### src/rtl/sigma_pkg.sv
// Shared definitions for the sigma datapath collection side.
// Holds default datapath sizes and the collector state encoding.
package sigma_pkg;

  localparam int DFLT_DATA_TYPE = 16;
  localparam int DFLT_NUM_PES   = 4;
  localparam int DFLT_LOG2_PES  = 2;

  typedef enum logic {
    IDLE  = 1'b0,
    DRAIN = 1'b1
  } state_t;

endpackage

### src/rtl/output_collector_lane_select.sv
// lane_select: priority picker choosing the lowest OUTPUT_BW set bits of mask.
// Ports: mask in; per-lane one-hot/index, cleared mask, lane count, last out.
module lane_select #(
  parameter int NUM_PES   = 4,
  parameter int OUTPUT_BW = 2,
  parameter int LOG2_PES  = 2,
  parameter int CNT_W     = 2
) (
  input  logic [NUM_PES-1:0]           mask,
  output logic [OUTPUT_BW*NUM_PES-1:0] sel_oh,
  output logic [OUTPUT_BW*LOG2_PES-1:0] sel_idx,
  output logic [NUM_PES-1:0]           mask_next,
  output logic [CNT_W-1:0]             count,
  output logic                         last
);

  always_comb begin
    int rank;
    sel_oh    = '0;
    sel_idx   = '0;
    mask_next = mask;
    rank      = 0;
    // rank = number of set bits below p, i.e. the lane p would land on
    for (int p = 0; p < NUM_PES; p++) begin
      if (mask[p]) begin
        for (int l = 0; l < OUTPUT_BW; l++) begin
          if (rank == l) begin
            sel_oh[l*NUM_PES+p] = 1'b1;
            sel_idx[l*LOG2_PES +: LOG2_PES] = LOG2_PES'(p);
            mask_next[p] = 1'b0;
          end
        end
        rank = rank + 1;
      end
    end
    count = CNT_W'((rank < OUTPUT_BW) ? rank : OUTPUT_BW);
    last  = (rank <= OUTPUT_BW);
  end

endmodule

### src/rtl/output_collector.sv
// output_collector: compacts valid PE results onto a narrow output bus.
// Ports: clk/rst, input vector handshake (data+mask), output beat handshake.
module output_collector
  import sigma_pkg::*;
#(
  parameter int DATA_TYPE = DFLT_DATA_TYPE,
  parameter int NUM_PES   = DFLT_NUM_PES,
  parameter int OUTPUT_BW = 2,
  parameter int LOG2_PES  = DFLT_LOG2_PES,
  parameter int CNT_W     = 2
) (
  input  logic                          clk,
  input  logic                          rst,
  input  logic                          i_valid,
  output logic                          i_ready,
  input  logic [NUM_PES*DATA_TYPE-1:0]  i_data_bus,
  input  logic [NUM_PES-1:0]            i_valid_mask,
  output logic                          o_valid,
  input  logic                          o_ready,
  output logic [OUTPUT_BW*DATA_TYPE-1:0] o_data_bus,
  output logic [OUTPUT_BW*LOG2_PES-1:0] o_pe_id_bus,
  output logic [CNT_W-1:0]              o_count,
  output logic                          o_last
);

  state_t                       state;
  logic [NUM_PES*DATA_TYPE-1:0] data_q;
  logic [NUM_PES-1:0]           mask_q;

  logic [OUTPUT_BW*NUM_PES-1:0]  sel_oh;
  logic [OUTPUT_BW*LOG2_PES-1:0] sel_idx;
  logic [NUM_PES-1:0]            mask_next;
  logic [CNT_W-1:0]              sel_cnt;
  logic                          sel_last;
  logic                          drain;

  lane_select #(
    .NUM_PES  (NUM_PES),
    .OUTPUT_BW(OUTPUT_BW),
    .LOG2_PES (LOG2_PES),
    .CNT_W    (CNT_W)
  ) u_sel (
    .mask     (mask_q),
    .sel_oh   (sel_oh),
    .sel_idx  (sel_idx),
    .mask_next(mask_next),
    .count    (sel_cnt),
    .last     (sel_last)
  );

  assign drain   = (state == DRAIN);
  assign i_ready = (state == IDLE) && !rst;

  assign o_valid     = drain;
  assign o_pe_id_bus = drain ? sel_idx : '0;
  assign o_count     = drain ? sel_cnt : '0;
  assign o_last      = drain && sel_last;

  // AND-OR gather: each lane ORs in the single PE its one-hot selects
  always_comb begin
    o_data_bus = '0;
    for (int l = 0; l < OUTPUT_BW; l++) begin
      for (int p = 0; p < NUM_PES; p++) begin
        o_data_bus[l*DATA_TYPE +: DATA_TYPE] |=
          {DATA_TYPE{drain & sel_oh[l*NUM_PES+p]}} &
          data_q[p*DATA_TYPE +: DATA_TYPE];
      end
    end
  end

  always_ff @(posedge clk) begin
    if (rst) begin
      state  <= IDLE;
      data_q <= '0;
      mask_q <= '0;
    end else begin
      unique case (state)
        IDLE: begin
          // empty vectors are consumed without a beat
          if (i_valid && i_ready && (i_valid_mask != '0)) begin
            data_q <= i_data_bus;
            mask_q <= i_valid_mask;
            state  <= DRAIN;
          end
        end
        DRAIN: begin
          if (o_ready) begin
            if (sel_last) begin
              mask_q <= '0;
              state  <= IDLE;
            end else begin
              mask_q <= mask_next;
            end
          end
        end
        default: state <= IDLE;
      endcase
    end
  end

endmodule
### config.mk
export PLATFORM = sky130hd
export DESIGN_NAME = output_collector
export DESIGN_NICKNAME = d
export VERILOG_FILES = /design/src/rtl/sigma_pkg.sv /design/src/rtl/output_collector_lane_select.sv /design/src/rtl/output_collector.sv
export SDC_FILE = /design/constraint.sdc
export NUM_CORES = 1
export LEC_CHECK = 0
export ABC_AREA = 1
export CELL_PAD_IN_SITES_DETAIL_PLACEMENT = 0
export CELL_PAD_IN_SITES_GLOBAL_PLACEMENT = 1
export CORE_AREA = 5 5 114 116
export CTS_CLUSTER_DIAMETER = 50
export CTS_CLUSTER_SIZE = 14
export DETAILED_ROUTE_END_ITERATION = 10
export DIE_AREA = 0 0 119 121
export MAX_ROUTING_LAYER = met4
export PLACE_DENSITY_LB_ADDON = 0.1
export SYNTH_ARGS = -nofsm -noshare
export SYNTH_HDL_FRONTEND = slang
export SYNTH_SLANG_ARGS = --single-unit
### constraint.sdc
create_clock -name clk -period 2.1 [get_ports clk]
set_input_delay 0.42 -clock clk [delete_from_list [all_inputs] [get_ports clk]]
set_output_delay 0.42 -clock clk [all_outputs]
set_load 0.02 [all_outputs]
# Word level (Yosys, flattened, before mapping)
# Cells that the tools add are included.
# totals
ff_bits,69
wordCells,90
out_inout_bits,41
in_bits,72
# classes
n_bitwise,20
n_eq_ne,5
order_cmp,2
mux,46
reduce_logical,11
add_sub_neg,3
# op_table
operator,count
16-bit bitwise AND,7
32-bit logical NOT,3
32-bit 2-to-1 mux,3
16-bit OR,5
"32-bit by 2-bit adder with 32-bit output, second input constant",2
"32-bit by 2-bit == test with 1-bit output, second input constant",2
"32-bit by 3-bit less-or-equal comparator with 1-bit output, second input constant",1
"32-bit by 3-bit < comparator with 1-bit output, second input constant",1
1-bit 2-to-1 mux,28
4-bit 2-to-1 mux,7
2-bit 2-to-1 mux,6
4-bit case mux with 2 select lines,1
1-bit bitwise AND,7
1-bit logical AND,4
2-bit AND reduction,2
4-bit nonzero test,1
"1-bit by 1-bit adder with 2-bit output, second input constant",1
"2-bit by 1-bit inequality test with 1-bit output, second input constant",1
"2-bit inequality test, second input constant",1
1-bit case mux with 2 select lines,1
"1-bit == test, second input constant",1
1-bit logical NOT,1
1-bit NOT,1

# Longest topological paths before layout
# Gate-level depths: netlist (run 1).
# depth
depth_word,12
depth_mapped,15
ltp_nobuf,15

# Hierarchy
# A second synthesis (run 1) with hierarchy kept.
# hier_totals
cells_unflattened,578
hier_area_um2,3766.1
# by_module_without_submodules
module,area_each_um2,cells_each,n_inst,seq_area_each_um2
output_collector,3390.8,522,1,1381.3
lane_select,375.4,56,1,0.0

# Least setup slack after synthesis (run 1)
# OpenSTA, ideal clock, no wires.
# synth_path
path_type,register to output
startpoint,register mask_q[0]
endpoint,output o_last
arrival_time_ps,2014
required_ps,1680
path_buffers,0
setup_slack_ps,-334
stages_incl_launch_ff,8
cell_sequence,dfxtp_1 > inv_1 > fa_1 > ha_1 > or2_2 > nand3_1 > nand2_1 > nor2_1
# synth_between
elab_chain_len,9
# synth_lines
element,line_no,source
from (decl),output_collector.sv:28,logic [NUM_PES-1:0] mask_q;
from (signal assigned),output_collector.sv:82,mask_q <= i_valid_mask;
from (signal assigned),output_collector.sv:92,mask_q <= mask_next;
1-bit 2-to-1 mux *,output_collector_lane_select.sv:25,if (mask[p]) begin
1-bit by 1-bit adder with 2-bit output,output_collector_lane_select.sv:33,rank = rank + 1;
32-bit 2-to-1 mux *,output_collector_lane_select.sv:25,
32-bit by 2-bit adder with 32-bit output,output_collector_lane_select.sv:33,
32-bit 2-to-1 mux *,output_collector_lane_select.sv:25,
32-bit by 2-bit adder with 32-bit output,output_collector_lane_select.sv:33,
32-bit 2-to-1 mux *,output_collector_lane_select.sv:25,
32-bit by 3-bit less-or-equal comparator with 1-bit output *,output_collector_lane_select.sv:37,last = (rank <= OUTPUT_BW);
1-bit logical AND *,output_collector.sv:57,assign o_last = drain && sel_last;
to (decl),output_collector.sv:23,output logic o_last
# Mark *: on every way between the ends. The rest lies on a longest branch, timed or not.

# Final worst setup path (run 1)
# layout_path
startpoint,register mask_q[0]
endpoint,output o_data_bus[21]
# layout_between
elab_chain_len,11
elab_cells_between_ends,22
classes_between,add/sub (2); eq/ne (3); mux (9); bitwise (8)
# layout_lines
element,line_no,source
1-bit 2-to-1 mux *,output_collector_lane_select.sv:25,
1-bit by 1-bit adder with 2-bit output,output_collector_lane_select.sv:33,
32-bit 2-to-1 mux,output_collector_lane_select.sv:25,
32-bit by 2-bit adder with 32-bit output,output_collector_lane_select.sv:33,
32-bit 2-to-1 mux,output_collector_lane_select.sv:25,
32-bit by 2-bit == test with 1-bit output,output_collector_lane_select.sv:27,if (rank == l) begin
1-bit 2-to-1 mux,output_collector_lane_select.sv:27,
1-bit 2-to-1 mux,output_collector_lane_select.sv:25,
1-bit bitwise AND,output_collector.sv:65,{DATA_TYPE{drain & sel_oh[l*NUM_PES+p]}} &
16-bit bitwise AND,output_collector.sv:65,
16-bit OR *,output_collector.sv:64,o_data_bus[l*DATA_TYPE +: DATA_TYPE] |=
to (decl),output_collector.sv:20,"output logic [OUTPUT_BW*DATA_TYPE-1:0] o_data_bus,"
# Marks and branches as above.

==> results of run 1 <==
layer usage:
layer  up-vias  share of wire, %
met1      1665                47
met5         -                 0
met2        81                48
met3         4               4.5
li1       1846                 -
met4         0              0.53
where the power goes:
part           leakage [uW]  internal (uW)  switching, uW  total, uW
Combinational       0.00174            366            400        766
Sequential         0.000569           1420           60.7       1480
Clock              0.000138            906            555       1460
worst max-delay path: cells and delay by family, from the launching register on:
family	cells	cell delay [ns]
adder cells (fa/ha/maj)	2	0.77
buffers and inverters	5	0.56
flip-flops	1	0.33
AND/OR/NAND/NOR	3	0.17
AO/OA/AOI/OAI	1	0.08
flip-flops by register name, summed over array words and instances (netlist names):
name     flops
o_valid      1
mask_q       4
data_q      64
cells by family (layout without fill, tap and decap cells):
| group | count (synthesis) | after routing | synth area share [%] |
|---|---|---|---|
| compound gates | 161 | 161 | 26.7 |
| buf+inv | 91 | 243 | 12.0 |
| flops | 69 | 69 | 41.2 |
| fa+ha+maj | 8 | 8 | 3.21 |
| simple gates | 132 | 132 | 16.9 |
layout make-up:
type | instances | area, sq um | area share (%)
multi-input combinational | 301 | 2010 | 35.0
inverter | 65 | 244 | 4.26
clock inverter | 5 | 52.6 | 0.917
timing repair buffer | 163 | 1630 | 28.4
tap | 147 | 184 | 3.21
sequential | 69 | 1390 | 24.2
clock buffer | 10 | 229 | 4.00
stage by stage:
stage	power, uW	worst slack, ns	instances	hold slack (ns)
2_1_floorplan	1840	-0.0908	461	0.429
4_1_cts	3700	-0.548	761	0.456
3_3_place_gp	2180	-0.712	740	0.441
5_1_grt	3880	-0.644	760	0.489
6_report	3700	-0.552	760	0.456
3_5_place_dp	2190	-0.732	740	0.448
path summary, 6_finish.rpt:
| path | to | slack, ns | depth (start not counted) |
|---|---|---|---|
| min | data_q[7]$_SDFFE_PP0P_ | 0.46 | 2 |
| max | o_data_bus[21] | -0.55 | 11 |
| min reg2reg | data_q[7]$_SDFFE_PP0P_ | 0.46 | 2 |
| max reg2reg | mask_q[2]$_SDFFE_PP0P_ | 0 | 11 |
cells in the final DEF (no fill, tap or decap), drive strengths merged:
cell           netlist  final
fa                   1      1
bufinv               0      1
nor2                13     13
nand3               22     22
o31ai                2      2
or2                  1      1
inv                 65     65
ha                   7      7
o22ai                8      8
dlygate4sd2          0      2
clkbuf              12     10
o21ai               68     68
nand4                1      1
clkinvlp             0      1
buf                 14     90
o221ai              16     16
clkdlybuf4s50        0     71
clkinv               0      3
dfxtp               69     69
o2111ai              3      3
nand2               94     94
a21oi               63     63
a22oi                1      1
nor3b                1      1
what timing repair did:
action / in CTS / in global routing
hold buffers: 0 / 0
pin swaps: 9 / 7
resized for setup: 252 / 58
buffers inserted: 6 / 0
endpoints found under the setup margin: 42 / 42
gates cloned: 1 / 0
==> results.json, run 1 <==
{
  "status": "finished, violations left",
  "violations": "negative setup slack",
  "grt_pass1_wl_um": 19400,
  "die_x_um": 119,
  "clock_path_buffers": 2,
  "clkSinkCount": 69,
  "rows": 40,
  "area_delta_synth_final_pct": 71.1,
  "worst_slack_ns": -0.552,
  "ant_nets": 0,
  "crit_start": "mask_q[0]$_SDFFE_PP0P_",
  "worstMarginPinSlew_ns": 0.329,
  "synth_top_area_share_pct": 41.2,
  "finalSetupViolCount": 39,
  "antenna_cells": 0,
  "p_leak_uw": 0.00245,
  "max-cap-violations": 0,
  "netlist_area_sq_um": 3350,
  "use_met2_pct": 27.6,
  "placed_area_sq_um": 5060,
  "end_kind": "primary output",
  "busiest_layer": "met2",
  "vias": 3596,
  "ioPinCount": 113,
  "start_util_pct": 28.4,
  "worstPathMaxFanout": 8,
  "gp_congestion": 0.793,
  "htree_num_levels": 3,
  "core_sq_um": 11800,
  "synth_cell_types": 28,
  "clock_latency_ns": 0.33,
  "synth.top_cells.by_area": "dfxtp_1 41%, nand2_1 10%, o21ai_0 10%",
  "fin_util_pct": 48.5,
  "fillers": 1194,
  "grt_pass1_vias": 3773,
  "fin_worst_skew_ns": 0.00387,
  "grt_use_total_pct": 17.4,
  "detail_route.vias_per_cell": 4.73,
  "reg2reg_from": "mask_q[0]$_SDFFE_PP0P_",
  "min-delay-start": "data_q[7]$_SDFFE_PP0P_",
  "fin_nets": 689,
  "synth-edff-count": 0,
  "synth_top_cell_by_area": "dfxtp_1",
  "synth-seq-cells": 69,
  "rsz0062_at_grt": "yes",
  "finalHoldViolCount": 0,
  "io_buffers": 112,
  "dieArea_sq_um": 14400,
  "critPathArrivalTime_ns": 2.23,
  "cellPowerDensity_nw_per_um2": 646,
  "dp_hpwl_um": 8790,
  "die_h_um": 121,
  "peakVddDrop_mv": 0.279,
  "drc": 0,
  "fin_crit_ns": 2.65,
  "max_stage_delay_ns": 0.60,
  "slowest_stage": "fa_1",
  "synth_common_cells": "92 x nand2_1, 69 x dfxtp_1, 67 x o21ai_0",
  "use_met1_pct": 22.7,
  "wire_per_inst_um": 15.8,
  "timing.fmax_ghz": 0.377,
  "crit_chain": "inv_2 -> fa_1 -> inv_2 -> ha_4 -> nand2_4 -> nor2_4 -> buf_12 -> buf_12 -> nand2_1 -> o221ai_2 -> buf_4",
  "syn_area_per_cell_sq_um": 7.27,
  "ys_seq_area_share_pct": 41.2,
  "relSlewSlack_pct": 78.1,
  "ys.flop_type": "dfxtp_1",
  "antenna_found_initial": 0,
  "yosysWarningCount": 0,
  "dr.pass1.iters": 4,
  "grtUsageMet3_pct": 3.96,
  "syn_nets": 541,
  "clock-root-buffer": "clkbuf_16",
  "drtIter0Drc": 165,
  "synth_most_common_cell": "nand2_1",
  "drive_gt1_share_pct": 30.7,
  "crit_path_start_kind": "flop",
  "numCtsBuffers": 9,
  "cts_tree": "built",
  "fin_area_sq_um": 5730,
  "wl_um": 12000,
  "grt_max_degree": 62,
  "path_class": "flop to primary output",
  "gr-total-overflow": 0,
  "syn_inst": 461,
  "hp-class": "flop to flop",
  "cp.required_ns": 1.68,
  "path_clk_slew_ns": 0.05,
  "tns_ns": -19.36,
  "ys_async_sr_fraction_pct": 0,
  "report.final.slew_viol_count": 0,
  "fin_crit_sh_pct": 126
}
No activity file was read; power rests on OpenSTA's default activity.
==> run 2, diff against run 1 <==
==> constraint.sdc (replaced) <==
create_clock -name clk -period 2.3 [get_ports clk]
set_input_delay 0.46 -clock clk [delete_from_list [all_inputs] [get_ports clk]]
set_output_delay 0.46 -clock clk [all_outputs]
set_load 0.02 [all_outputs]
==> results.json, run 2 (synthesized netlist as in run 1, its figures left out) <==
{
  "area_delta_synth_final_pct": 61.2,
  "vias": 3567,
  "violations": "negative setup slack",
  "antenna_cells": 0,
  "rows": 40,
  "p_leak_uw": 0.00221,
  "p_comb_share_pct": 18.5,
  "reg2reg_from": "mask_q[2]$_SDFFE_PP0P_",
  "fin_area_sq_um": 5400,
  "whs_ns": 0.455,
  "dp_hpwl_um": 8280,
  "fin_crit_sh_pct": 117,
  "clock_path_buffers": 2,
  "hp-class": "flop to flop",
  "swShare_pct": 25.9,
  "htree_num_levels": 3,
  "numCtsBuffers": 9,
  "detail_route.vias_per_cell": 4.74,
  "drtIter0Drc": 214,
  "clkSinkCount": 69,
  "end_kind": "primary output",
  "wire_per_inst_um": 15.8,
  "final_cells": 752,
  "drc": 0,
  "report.final.slew_viol_count": 0,
  "fin_crit_ns": 2.69,
  "finalPower_uw": 3530,
  "io_buffers": 112,
  "fin_nets": 680,
  "worstMarginPinSlew_ns": 0.352,
  "cellPowerDensity_nw_per_um2": 653,
  "clock-root-buffer": "clkbuf_16",
  "max-cap-violations": 0,
  "pwr-share-seq_pct": 38.1,
  "gp_congestion": 0.834,
  "worstPathMaxFanout": 8,
  "largest_reg_flops": 64,
  "crit_path_start_kind": "flop",
  "p_clk_share_pct": 43.5,
  "p_int_uw": 2610,
  "grt_use_total_pct": 16.5,
  "clock_latency_ns": 0.32,
  "drive_gt1_share_pct": 27.9,
  "wl_um": 11900,
  "grt_max_degree": 67,
  "die_x_um": 119,
  "dieArea_sq_um": 14400,
  "path_class": "flop to primary output",
  "worst_slack_ns": -0.392,
  "critPathArrivalTime_ns": 2.23,
  "ioPinCount": 113,
  "core_sq_um": 11800,
  "dpl.cell_count": 727,
  "timing.fmax_ghz": 0.371,
  "path_clk_slew_ns": 0.06,
  "layout_common_cells": "73 x clkdlybuf4s50_1, 66 x nand2_1, 66 x dfxtp_1",
  "grt_pass1_wl_um": 18400,
  "final_common_cell": "clkdlybuf4s50_1",
  "antenna_found_initial": 0,
  "start_util_pct": 28.4,
  "grt_pass1_vias": 3604,
  "cts_tree": "built",
  "dr.pass1.iters": 4,
  "fin_worst_skew_ns": 0.00664,
  "finalSetupViolCount": 39,
  "rsz0062_at_grt": "yes",
  "ant_nets": 0,
  "relSlewSlack_pct": 76.5,
  "die_h_um": 121,
  "cp.required_ns": 1.84,
  "placed_area_sq_um": 4800,
  "peakVddDrop_mv": 0.327,
  "finalHoldViolCount": 0,
  "power_switching_uw": 913,
  "regMostFlops": "data_q",
  "fillers": 1238,
  "tns_ns": -12.77,
  "crit_start": "mask_q[2]$_SDFFE_PP0P_",
  "gr-total-overflow": 0,
  "min-delay-start": "data_q[8]$_SDFFE_PP0P_",
  "status": "finished, violations left"
}
[run 2: worst max-delay path: stages (launching register included)]
cell and delay, ns:
dfxtp_2 0.33, inv_2 0.04, fa_1 0.52, inv_2 0.11
ha_4 0.13, nand2_2 0.06, nor2_4 0.20, clkbuf_16 0.22
nand2_2 0.05, o221ai_2 0.07, buf_4 0.18
[run 2: layout make-up]
cell class	count	area, sq um	share of cell area (%)
Sequential cell	69	1390	25.6
Inverter	65	244	4.52
Timing Repair Buffer	154	1440	26.7
Tap cell	147	184	3.41
Multi-Input combinational cell	301	1810	33.5
Clock inverter	5	81.3	1.51
Clock buffer	11	253	4.68
[run 2: through the flow]
step	util, %	worst slack (ns)
floorplan	-	-0.0547
global placement	40.7	-0.544
detailed placement	40.7	-0.542
CTS	43.4	-0.408
global route	45.7	-0.528
finish	45.7	-0.392
[run 2: worst paths after layout]
check,endpoint,slack (ns),depth (start not counted)
max,o_data_bus[25],-0.39,10
min,data_q[8]$_SDFFE_PP0P_,0.45,2
max reg2reg,mask_q[2]$_SDFFE_PP0P_,0.24,15
min reg2reg,data_q[8]$_SDFFE_PP0P_,0.45,2
[run 2: per-layer routing]
layer / up-vias / global-route usage (%) / share of wire (%)
met2: 86 / 26.1 / 47
met3: 12 / 3.78 / 3.9
met5: - / - / 0
li1: 1826 / - / -
met4: 0 / 5.29 / 1.1
met1: 1643 / 21.0 / 48
[run 2: repair_timing]
| item | in CTS | in global routing |
|---|---|---|
| gates cloned | 0 | 2 |
| setup endpoints to repair | 39 | 39 |
| pin swaps | 10 | 8 |
| setup buffers | 3 | 4 |
| hold buffers | 0 | 0 |
| gates resized for setup | 236 | 59 |
[run 2: power by group through the flow]
stage / sequential, uW / clock (uW) / combinational [uW]
6_report: 1340 / 1530 / 651
4_1_cts: 1340 / 1580 / 605
2_1_floorplan: 1360 / 0 / 305
3_5_place_dp: 1360 / 0 / 586
5_1_grt: 1350 / 1630 / 718
3_3_place_gp: 1360 / 0 / 584
==> run 3, diff against run 2 <==
==> constraint.sdc (replaced) <==
create_clock -name clk -period 2.2 [get_ports clk]
set_input_delay 0.44 -clock clk [delete_from_list [all_inputs] [get_ports clk]]
set_output_delay 0.44 -clock clk [all_outputs]
set_load 0.02 [all_outputs]
==> results.json, run 3 (synthesized netlist as in run 1, its figures left out) <==
{
  "holdPathStages": 2,
  "htree_num_levels": 3,
  "hold_buffers": 0,
  "ant_nets": 0,
  "grt_pass1_wl_um": 19100,
  "finalHoldViolCount": 0,
  "path_class": "flop to primary output",
  "peakVddDrop_mv": 0.279,
  "dieArea_sq_um": 14400,
  "drc": 0,
  "finalPower_uw": 3630,
  "path_clk_slew_ns": 0.06,
  "end_kind": "primary output",
  "clkSinkCount": 69,
  "clock_latency_ns": 0.33,
  "rsz0062_at_grt": "yes",
  "dr.pass1.iters": 5,
  "drive_gt1_share_pct": 31.3,
  "area_delta_synth_final_pct": 67.5,
  "worst_slack_ns": -0.447,
  "relSlewSlack_pct": 77.0,
  "wl_um": 12200,
  "layout_common_cells": "73 x clkdlybuf4s50_1, 71 x nand2_1, 66 x dfxtp_1",
  "grt_pass1_vias": 3683,
  "dpl.cell_count": 742,
  "ioPinCount": 113,
  "rows": 40,
  "vias": 3609,
  "antenna_cells": 0,
  "start_util_pct": 28.4,
  "clock_path_buffers": 2,
  "io_buffers": 112,
  "r2r.worst_path.cells": 16,
  "final_common_cell": "clkdlybuf4s50_1",
  "worstPathMaxFanout": 8,
  "wire_per_inst_um": 16.0,
  "crit_path_start_kind": "flop",
  "worstMarginPinSlew_ns": 0.344,
  "p_leak_uw": 0.00229,
  "hp-class": "flop to flop",
  "antenna_found_initial": 0,
  "cp.required_ns": 1.76,
  "gr-total-overflow": 0,
  "die_h_um": 121,
  "finalSetupViolCount": 41,
  "clock-root-buffer": "clkbuf_16",
  "report.final.slew_viol_count": 0,
  "max-cap-violations": 0,
  "status": "finished, violations left",
  "cellPowerDensity_nw_per_um2": 647,
  "grt_use_total_pct": 17.1,
  "fin_nets": 692,
  "gp_congestion": 0.797,
  "largest_reg_flops": 64,
  "dp_hpwl_um": 8840,
  "core_sq_um": 11800,
  "critPathArrivalTime_ns": 2.21,
  "final_cells": 763,
  "numCtsBuffers": 9,
  "fin_crit_ns": 2.65,
  "regMostFlops": "data_q",
  "die_x_um": 119,
  "timing.fmax_ghz": 0.378,
  "cts_tree": "built",
  "grt_max_degree": 26,
  "fin_crit_sh_pct": 120,
  "fin_worst_skew_ns": 0.00566,
  "detail_route.vias_per_cell": 4.73,
  "drtIter0Drc": 168,
  "violations": "negative setup slack"
}
[run 3: where the power goes]
part,switching (uW),internal (uW),total (uW)
Sequential,52.3,1350,1400
Combinational,387,367,754
Clock,568,904,1470
[run 3: layout make-up]
| class | instances | area [sq um] |
|---|---|---|
| clock buffers | 10 | 239 |
| clock inverters | 5 | 61.3 |
| fillers | 1183 | 6200 |
| inverters | 65 | 244 |
| multi-input cells | 301 | 1930 |
| flip-flops and latches | 69 | 1390 |
| well taps | 147 | 184 |
| repair buffers | 166 | 1570 |
[run 3: through the flow]
step / setup TNS, ns / cell area (sq um) / util (%) / hold WS, ns / worst slack (ns)
5_1_grt: -18.02 / 5610 / 47.5 / 0.486 / -0.527
4_1_cts: -16.21 / 5390 / 45.6 / 0.455 / -0.466
6_report: -14.71 / 5610 / 47.5 / 0.454 / -0.447
3_5_place_dp: -20.04 / 4940 / 41.8 / 0.447 / -0.607
2_1_floorplan: -0.898 / 3400 / - / 0.429 / -0.0590
3_3_place_gp: -18.95 / 4940 / 41.8 / 0.442 / -0.569
[run 3: metal layers]
metal	global-route usage [%]	vias up	share of wire (%)
met4	4.49	0	1.4
met3	3.64	15	4.9
li1	-	1848	-
met2	26.8	102	45
met5	-	-	0
met1	22.5	1644	49
[run 3: repair_timing]
item / 4_1_cts / 5_1_grt
endpoints found under the setup margin: 39 / 42
gates resized for setup: 280 / 46
pin swaps: 7 / 12
setup buffers: 3 / 2
endpoints found under the hold margin: 0 / 0
cloned: 1 / 0
[run 3: final timing paths]
| kind | start | end | slack (ns) |
|---|---|---|---|
| setup / recovery | mask_q[0]$_SDFFE_PP0P_ | o_data_bus[9] | -0.45 |
| setup reg to reg | mask_q[0]$_SDFFE_PP0P_ | mask_q[2]$_SDFFE_PP0P_ | -0.05 |
| hold / removal | data_q[6]$_SDFFE_PP0P_ | data_q[6]$_SDFFE_PP0P_ | 0.45 |
| hold reg to reg | data_q[6]$_SDFFE_PP0P_ | data_q[6]$_SDFFE_PP0P_ | 0.45 |
[run 3: worst max-delay path, stage by stage (launching register included)]
cell	delay (ns)
dfxtp_2	0.33
inv_2	0.05
fa_2	0.62
ha_4	0.13
nand4_1	0.14
inv_2	0.12
buf_12	0.14
a21oi_2	0.06
o21ai_1	0.12
buf_4	0.18
==> variant 1, RTL diff (config.mk and constraints of run 3) <==
Reset style: asynchronous (`rst`), changed in one clocked block.
--- a/src/rtl/output_collector.sv
+++ b/src/rtl/output_collector.sv
@@ -68,7 +68,7 @@
     end
   end
 
-  always_ff @(posedge clk) begin
+  always_ff @(posedge clk or posedge rst) begin
     if (rst) begin
       state  <= IDLE;
       data_q <= '0;
Function: differs if rst is asserted again (counterexample within 4 cycles, from zero or initial values and one cycle with rst high); with rst held inactive, the same outputs for 10 cycles.
==> variant 1 against run 3 <==
  * The flow still finishes with violations (negative setup slack)
  * Worst setup slack worse by 0.044 ns
  * Synthesized area up 9.0%
  * Largest cell class unchanged
  * Design area up 6.3%
  * Routed wire length down 0.43%
  * Critical endpoint is now o_data_bus[16]
  * Synthesized cell count up 1.3%
  * Highest routed layer unchanged
  * Clock skew up 0.0012 ns
  * Sequential cell count unchanged
  * First-iteration DRC count up 23%
Power is not compared: it rests on default switching activity, and its combinational part moved more than twofold at a synthesized area within 25%.
==> variant 1: results (changes against run 3) <==
[status]
status=finished with violations
violations=negative setup slack

[global_route]
grt_use_total=0.175  ; +0.00430
grtUsageMet2=0.277  ; +0.00918
grt_max_degree=46  ; +77%
gr-usage-met3=0.0410  ; +0.00466
grt_use_met1=0.230  ; +0.00492
grt_pass1_vias=3835  ; +4.1%

[logic_synthesis]
synth_area_leaders=dfrtp_1 (47%), nand2_1 (23%), inv_1 (3.9%)
synth_seq_area_share=0.473  ; +0.0605
yosysUniqueCellTypes=29  ; +3.6%

[route]
wl_met1_mm=5.56  ; -5.9%
wire_per_inst_microns=15.7  ; -1.5%
via_per_inst=4.64  ; -1.9%
drtIter0Drc=206  ; +23%
dr.pass1.iters=4  ; -1
met2_wirelength_mm=5.84  ; +6.3%
wl_met3_microns=566  ; -6.0%

[sta]
setup_viol=39  ; -4.9%
setup_tns_ns=-16.53  ; -1.82 ns
clock_skew_ns=0.00686  ; +0.00120 ns
setup_slack_ns=-0.491  ; -0.0439 ns

[worst_setup_path]
crit_path_start=mask_q[1]
r2r_slack_ns=0.08  ; +0.13 ns
cpPeakStageDelay_ns=0.50  ; -0.12 ns
reg2reg_to=mask_q[2]
critPathArrivalTime_ns=2.25  ; +0.04 ns
crit_fanout=7  ; -1

[place]
pre_cts_slack_ns=-0.660  ; -0.0528 ns
placed_cell_area_sq_um=5390  ; +9.1%
place_hpwl_mm=8.70  ; -1.5%
gp_congestion=0.822  ; +3.2%

[final_layout]
clk_share=0.0541  ; +0.000609
bufAreaShareNonClock=0.272  ; -0.00687
drive_above_1_share=0.300  ; -0.0136
sh_seq_area=0.290  ; +0.0427
multi_input_gates=333  ; +11%
inverters_excl_clock=43  ; -34%
layout.nets=700  ; +1.2%

[worst_hold_path]
min_from=data_q[11]

[variant 1: cell count changes after synthesis, sizes merged, moves of 22 or more]
cell | run 3 | this run
nand2 | 94 | 230
dfrtp | 0 | 69
dfxtp | 69 | 0
a21oi | 63 | 2
o21ai | 68 | 31
inv | 65 | 43
[variant 1: where the power goes]
group          leakage [uW]  internal [uW]  switching [uW]
combinational       0.00183           2020            2350
sequential         0.000856           1840             376
clock              0.000151           1020             547
[variant 1: cells by family after synthesis]
family,count (synthesis),synth area share
buf+inv,65,0.0816
fa+ha+maj,8,0.0295
simple gates,257,0.280
compound gates,68,0.136
flops,69,0.473
[variant 1: through the flow]
stage,instances,hold WS [ns]
2_1_floorplan,467,0.449
3_3_place_gp,751,0.465
3_5_place_dp,751,0.466
4_1_cts,772,0.481
5_1_grt,771,0.497
6_report,771,0.480
[variant 1: what timing repair did]
item,CTS,global route
endpoints found under the setup margin,40,42
pin swaps,13,14
setup buffers,6,1
hold buffers,0,0
gates resized for setup,252,40
==> variant 2, RTL diff (flow settings as in run 3) <==
Made on the original files. `CNT_W` is set to 2 in 2 places; all go to 3.
--- a/src/rtl/output_collector_lane_select.sv
+++ b/src/rtl/output_collector_lane_select.sv
@@ -4,7 +4,7 @@
   parameter int NUM_PES   = 4,
   parameter int OUTPUT_BW = 2,
   parameter int LOG2_PES  = 2,
-  parameter int CNT_W     = 2
+  parameter int CNT_W     = 3
 ) (
   input  logic [NUM_PES-1:0]           mask,
   output logic [OUTPUT_BW*NUM_PES-1:0] sel_oh,
--- a/src/rtl/output_collector.sv
+++ b/src/rtl/output_collector.sv
@@ -7,7 +7,7 @@
   parameter int NUM_PES   = DFLT_NUM_PES,
   parameter int OUTPUT_BW = 2,
   parameter int LOG2_PES  = DFLT_LOG2_PES,
-  parameter int CNT_W     = 2
+  parameter int CNT_W     = 3
 ) (
   input  logic                          clk,
   input  logic                          rst,
Ports: changed (resized o_count); port bits go from 113 to 114. No check against the original RTL was run, so the function may have changed too.
==> variant 2 against run 3 <==
  * The run still ends with negative setup slack left
  * Synthesized area is 2.1% higher
  * Routed wire length shrank 0.54%
  * Final cell count shrank 0.92%
  * Sequential cell count is the same
  * Worst setup slack got worse by 0.011 ns
  * Total power grew 0.76%
  * Design area increased by 7.1%
==> variant 2: results (changes against run 3) <==
[status]
status=finished with violations
violations=negative setup slack

[sta]
setup_tns_ns=-15.91  ; -1.21 ns
setup_viol=39  ; -4.9%
clock_skew_ns=0.00367  ; -0.00199 ns
setup_slack_ns=-0.458  ; -0.0109 ns

[route]
drtIter0Drc=152  ; -9.5%
via_per_inst=4.76  ; +0.73%
wirelength_mm=12.1  ; -0.54%
dr.pass1.iters=4  ; -1

[pwr]
p_sw_frac=0.283  ; +0.00511
peakVddDrop_uv=385  ; +38%
cellPowerDensity_nw_per_um2=609  ; -5.9%
powerComb_uw=779  ; +3.3%

[place]
pre_cts_slack_ns=-0.597  ; +0.00936 ns
gp_congestion=0.787  ; -1.2%
placed_cells=737  ; -0.67%
placed_cell_area_sq_um=5270  ; +6.8%

[worst_setup_path]
cpPeakStageDelay_ns=0.65  ; +0.03 ns
crit_fanout=5  ; -3
r2r_slack_ns=0.08  ; +0.13 ns
ff2ff_path_depth=10  ; -6

[final_layout]
drive_above_1_share=0.314  ; +0.000317
layout.nets=685  ; -1.0%

[global_route]
grt_max_degree=70  ; +170%
grt_pass1_vias=3755  ; +2.0%
grt_use_total=0.176  ; +0.00474
grt_pass1_wl_mm=19.6  ; +2.9%

[clock_tree]
cts_resized=278  ; -0.71%
cts_setup_buffers=2  ; -1

[logic_synthesis]
yosysUniqueCellTypes=30  ; +7.1%
synth_compound_area_frac=0.247  ; -0.0198
synth_fa_ha_area_frac=0.0351  ; +0.00299
synth_area_leaders=dfxtp_1 (40%), nand2_1 (11%), o21ai_0 (8.9%)
netlist_top_cells_count=nand2_1 (102), dfxtp_1 (69), o21ai_0 (61)
synth_cells=473  ; +2.6%
synth_fp_nets=554  ; +2.4%

variant 2: area by class of cell:
| type | instances | area share |
|---|---|---|
| Multi-Input combinational cell | 312 | 0.383 |
| Timing Repair inverter | 1 | 0.00125 |
| Timing Repair Buffer | 148 | 0.264 |
| Clock inverter | 4 | 0.00792 |
| Tap cell | 147 | 0.0306 |
| Sequential cell | 69 | 0.231 |
| Inverter | 63 | 0.0410 |
| Clock buffer | 12 | 0.0410 |
variant 2: layer usage:
metal,share of wire,track usage,vias to the layer above
li1,-,-,1850
met5,0,-,-
met2,0.49,0.294,84
met3,0.040,0.0312,13
met4,0.017,0.0666,0
met1,0.45,0.212,1655
variant 2: worst min path at each step:
stage	from	endpoint	slack (ns)	cells after the start
floorplan	data_q[11]	data_q[11]	0.43	2
global placement	data_q[11]	data_q[11]	0.45	2
detailed placement	data_q[6]	data_q[6]	0.45	2
CTS	data_q[6]	data_q[6]	0.46	2
global route	data_q[6]	data_q[6]	0.48	2
finish	data_q[6]	data_q[6]	0.45	2
